`src/rtl/regfile_access_ctrl.sv`:
```
// Register-file access controller: sequences operand reads, ALU handshake and write-back.
// Optional REGFILE_R0_ZERO_EN: index 0 reads as zero and writes to index 0 are dropped.
module regfile_access_ctrl #(
    parameter int WORD_LENGTH  = 8,
    parameter int ADDR_W       = 2,
    parameter int EXEC_TIMEOUT = 16
) (
    input  logic                   clk,
    input  logic                   rst,
    input  logic                   req_valid,
    output logic                   req_ready,
    input  logic [ADDR_W-1:0]      req_src1,
    input  logic [ADDR_W-1:0]      req_src2,
    input  logic [ADDR_W-1:0]      req_dst,
    input  logic                   req_wb,
    output logic [ADDR_W-1:0]      read_reg1,
    output logic [ADDR_W-1:0]      read_reg2,
    input  logic [WORD_LENGTH-1:0] read_data1,
    input  logic [WORD_LENGTH-1:0] read_data2,
    output logic [ADDR_W-1:0]      write_reg,
    output logic [WORD_LENGTH-1:0] write_data,
    output logic                   write_reg_en,
    output logic                   op_valid,
    output logic [WORD_LENGTH-1:0] op_a,
    output logic [WORD_LENGTH-1:0] op_b,
    input  logic                   alu_done,
    input  logic [WORD_LENGTH-1:0] alu_result,
    output logic                   done,
    output logic                   err
);

    typedef enum logic [2:0] {
        S_IDLE,
        S_READ,
        S_CAPT,
        S_EXEC,
        S_WRITE,
        S_SETTLE
    } state_t;

    localparam logic [7:0] CNT_LAST = 8'(EXEC_TIMEOUT - 1);

    state_t            state;
    logic [ADDR_W-1:0] dst_q;
    logic              wb_q;
    logic [7:0]        exec_cnt;

    logic [WORD_LENGTH-1:0] cap_a;
    logic [WORD_LENGTH-1:0] cap_b;
    logic                   dst_writable;

    assign req_ready = (state == S_IDLE);

    // read_reg1/2 still hold the sampled sources during CAPT, so they select the zero override
    always_comb begin
        cap_a        = read_data1;
        cap_b        = read_data2;
        dst_writable = 1'b1;
`ifdef REGFILE_R0_ZERO_EN
        if (read_reg1 == '0) cap_a = '0;
        if (read_reg2 == '0) cap_b = '0;
        dst_writable = (dst_q != '0);
`endif
    end

    always_ff @(posedge clk or posedge rst) begin
        if (rst) begin
            state        <= S_IDLE;
            dst_q        <= '0;
            wb_q         <= 1'b0;
            exec_cnt     <= '0;
            read_reg1    <= '0;
            read_reg2    <= '0;
            write_reg    <= '0;
            write_data   <= '0;
            write_reg_en <= 1'b0;
            op_valid     <= 1'b0;
            op_a         <= '0;
            op_b         <= '0;
            done         <= 1'b0;
            err          <= 1'b0;
        end else begin
            done <= 1'b0;
            err  <= 1'b0;
            case (state)
                S_IDLE: begin
                    if (req_valid) begin
                        read_reg1 <= req_src1;
                        read_reg2 <= req_src2;
                        dst_q     <= req_dst;
                        wb_q      <= req_wb;
                        state     <= S_READ;
                    end
                end
                S_READ: begin
                    state <= S_CAPT;
                end
                S_CAPT: begin
                    op_a     <= cap_a;
                    op_b     <= cap_b;
                    op_valid <= 1'b1;
                    state    <= S_EXEC;
                end
                S_EXEC: begin
                    if (alu_done) begin
                        write_data <= alu_result;
                        op_valid   <= 1'b0;
                        exec_cnt   <= '0;
                        if (wb_q) begin
                            write_reg    <= dst_q;
                            write_reg_en <= dst_writable;
                            state        <= S_WRITE;
                        end else begin
                            done  <= 1'b1;
                            state <= S_IDLE;
                        end
                    end else if (exec_cnt == CNT_LAST) begin
                        err      <= 1'b1;
                        op_valid <= 1'b0;
                        exec_cnt <= '0;
                        state    <= S_IDLE;
                    end else begin
                        exec_cnt <= exec_cnt + 8'd1;
                    end
                end
                S_WRITE: begin
                    // file loads on the following edge; index and data stay put for it
                    write_reg_en <= 1'b0;
                    state        <= S_SETTLE;
                end
                S_SETTLE: begin
                    done  <= 1'b1;
                    state <= S_IDLE;
                end
                default: begin
                    state <= S_IDLE;
                end
            endcase
        end
    end

endmodule

```
`config.mk`:
```
export PLATFORM = sky130hd
export DESIGN_NAME = regfile_access_ctrl
export DESIGN_NICKNAME = d
export VERILOG_FILES = /design/src/rtl/regfile_access_ctrl.sv
export SDC_FILE = /design/constraint.sdc
export NUM_CORES = 1
export LEC_CHECK = 0
export BUFFER_PORTS_ARGS = -buffer_cell sky130_fd_sc_hd__buf_2
export CAP_MARGIN = 20
export CORE_ASPECT_RATIO = 0.75
export CORE_MARGIN = 2
export CORE_UTILIZATION = 29
export CTS_CLUSTER_SIZE = 12
export DETAILED_ROUTE_END_ITERATION = 10
export PLACE_DENSITY = 0.59
export SYNTH_ARGS = -nofsm -noshare
export SYNTH_HDL_FRONTEND = slang
export SYNTH_SLANG_ARGS = --single-unit
```
`constraint.sdc`:
```
create_clock -name clk -period 1.64 [get_ports clk]
set_clock_uncertainty 0.15 [all_clocks]
set_input_delay 0.246 -clock clk [delete_from_list [all_inputs] [get_ports clk]]
set_output_delay 0.246 -clock clk [all_outputs]
set_load 0.02 [all_outputs]
```
==> impl_results.rst <==
.. list-table::
   :header-rows: 1

   * - Metric
     - Value
   * - Result of the run
     - complete, but fails checks
   * - Violations in the final reports
     - setup timing
   * - Aggregate negative setup slack
     - -0.0378 ns
   * - Maximum clock rate
     - about 600 MHz
   * - Most instantiated flip-flop cell in the synthesis netlist
     - dfrtp_1
   * - Setup crit start kind
     - flip-flop
   * - CTS Buf Count
     - 5
   * - Gate Count Post-Synth
     - between 150 and 200
   * - Buffers on Ports
     - just under 70
   * - Non-filler instance count after layout
     - roughly 340
   * - Post-synth ARST share
     - between 90% and 100%
   * - X dimension of the die
     - around 100 um
   * - Setup violations, final
     - 2
   * - Post-detail-place hpwl
     - ~3000 um
   * - Total cell area at the placement stage
     - 0.00266 mm2
   * - Clk sink count
     - 48
   * - Slew @ Worst Pin
     - approximately 0.33 ns
   * - Count of filler cells inserted in the layout
     - between 700 and 800
   * - Number of storage elements in the synthesis netlist
     - 48
   * - Antenna violations before repair
     - 0
   * - Total number of nets in the final design
     - 280
   * - Sequential cell area fraction in the yosys report
     - ~57%
   * - Fin worst setup slack
     - -0.0318 ns
   * - Endpoint arrival time on the critical path
     - 1.76 ns
   * - Cell types with the largest area share after synthesis
     - dfrtp_1 57%, mux2_2 13%, mux2_4 6.4%
   * - Cell area after layout
     - roughly 0.0029 mm2
   * - Post-synth top area share
     - 56.5%
   * - Largest area contributor in the synthesized netlist
     - dfrtp_1
   * - Depth of the worst register-to-register path
     - 5
   * - Number of max-slew violations in the final report
     - 0
   * - TritonCTS clock tree
     - done
   * - Residual DRC
     - 0
   * - Source-to-sink clock delay at the later pin of the worst-skew pair
     - between 0.2 and 0.3 ns
   * - Yosys warns
     - 0
   * - DRC marker count from the first detailed-route iteration
     - between 50 and 60
   * - Max cap viols
     - 0
   * - CTS clk-pin slew, worst paths
     - ~0.090 ns
   * - Fraction of layout instances using a drive strength above 1
     - between 60% and 70%
   * - Area of the multi-input gates
     - 888 um2
   * - Antenna cell count
     - 0
   * - Post-layout total power
     - 5.57 mW
   * - Number of H-tree levels
     - 2
   * - Mean number of vias per cell
     - 4.42
   * - Reg-to-reg startpoint
     - exec_cnt[1]
   * - Wire length of the first global-routing pass
     - between 7000 and 8000 um
   * - Vias in the first global route
     - roughly 1,600
   * - WL final
     - between 4000 and 5000 um
   * - Core Area
     - roughly 0.0070 mm2
   * - Number of different library cells in the post-synthesis netlist
     - 36
   * - Mean instance size in the synthesized netlist
     - 13.4 um2
   * - WHS
     - ~0.019 ns
   * - WL/cell
     - about 13 um
   * - Standby leakage power
     - approximately 1.4 nW
   * - Commonest cells in the netlist
     - 48 x dfrtp_1, 24 x mux2_2, 15 x nand2_1
   * - CTS root buf
     - clkbuf_8
   * - Post-Synthesis Net Count
     - 194
   * - GRT Overall Usage
     - a little under an eighth
   * - Hold violation total from the final report
     - 0
   * - Instance count after placement with tap cells included
     - roughly 330
   * - Setup slack after placement
     - -0.0333 ns
   * - Power density over the cells
     - roughly 2000 mW/mm2
   * - Final critical delay including setup and external delays
     - roughly 1.7 ns
   * - GP Congestion
     - 0.806
   * - Chip Height
     - approximately 78 um
   * - IO Count
     - 70
   * - Critical Path Sink Type
     - flip-flop
   * - Relative slew margins
     - between 70% and 80%
   * - Total via count after detailed routing
     - between 1,500 and 2,000
   * - Maximum buffer depth of the clock tree
     - 2
   * - Hold WC Path Type
     - in2reg
   * - Initial core utilization
     - 30.5%
   * - Crit-path max FO
     - 5
   * - Critical hold path startpoint
     - req_src1[1]
   * - Beginning of the critical path
     - exec_cnt[1]
   * - Total congestion overflow
     - 0
   * - Area grow syn2layout
     - 34.2%
   * - Number of cells traversed by the worst hold path
     - 2
   * - Max IR drop VDD
     - roughly 0.9 mV
   * - RSZ-0062 raised after global routing
     - true
   * - Cell with the most instances after synthesis
     - dfrtp_1
   * - Worst Path Required
     - between 1.5 and 2 ns
   * - Syn Std Cell Area
     - ~0.0021 mm2
   * - Maximum number of pins on one net before global-route repair
     - 49
   * - Number of enable flip-flop cells after synthesis
     - 0
   * - Critical path class
     - reg2reg
   * - Final clock period utilization by the worst path
     - 102%
   * - Core occupancy in the finished layout
     - about 40%
   * - Cell row count
     - 26
   * - DIE AREA
     - roughly 0.0080 mm2
   * - Remaining antenna violation count
     - 0
   * - First-pass detailed-route iteration total
     - 4
   * - Area of all sequential standard cells
     - 0.00120 mm2
[metal layers]
metal	up-vias	global-route usage (%)	routed length, um
met5	-	0	0
met1	741	15.2	1960
met2	45	17.6	2070
met4	0	2.76	19
met3	2	4.54	338
li1	728	-	-
[repair_timing]
action | CTS | global route
endpoints found under the hold margin | 48 | 0
resized for setup | 1 | 16
pin swaps | 2 | 5
cloned | 0 | 0
buffers inserted | 1 | 2
endpoints found under the setup margin | 3 | 34
hold buffers | 1 | 0
[path summary, 6_finish.rpt]
kind,to,slack [ns]
max,exec_cnt[5],-0.03
min,read_reg1[1],0.02
max reg2reg,exec_cnt[5],-0.03
min reg2reg,read_reg1[1],0.35
max in group asynchronous,state[2],0.73
min in group asynchronous,write_data[0],0.37
[power by group]
group	switching [mW]	total, mW	internal [mW]
clock network	0.401	0.747	0.345
registers	0.340	2.07	1.73
logic	1.39	2.75	1.37
[cell usage in the layout (no fill, tap or decap), types with 2 or more instances in the layout]
cell,instances
mux2_2,24
o21ai_0,6
nand4_1,2
nor3_2,2
nor3_1,4
dfrtp_1,46
buf_12,3
mux2_4,9
dfrtp_2,2
buf_2,69
nor2_1,2
buf_6,2
o21ai_1,3
nand2_1,15
nor2b_4,2
a21o_1,2
nand2b_1,3
buf_4,13
and2_1,4
clkbuf_8,6
[critical path, stage by stage, from the launching register on]
cell	delay, ns
dfrtp_1	0.41
ha_2	0.20
and4b_1	0.24
a21o_4	0.24
nor4b_4	0.26
a21o_1	0.11
[cell type report]
class	count	share of cell area (%)
flip-flops and latches	48	42.2
well taps	98	4.30
clock buffers	6	2.90
inverters	1	0.132
repair buffers	88	18.8
clock inverters	2	0.483
multi-input cells	100	31.2
[cell families (layout without fill, tap and decap cells)]
logic type      count (synthesis)  after routing  share of synthesized area [%]
flops                          48             48                           56.5
mux                            35             35                           20.1
fa+ha+maj                       1              1                          0.589
compound gates                 19             19                           5.54
buf+inv                        10             97                           4.18
simple gates                   45             45                           13.1
(Power assumes the default switching activity.)
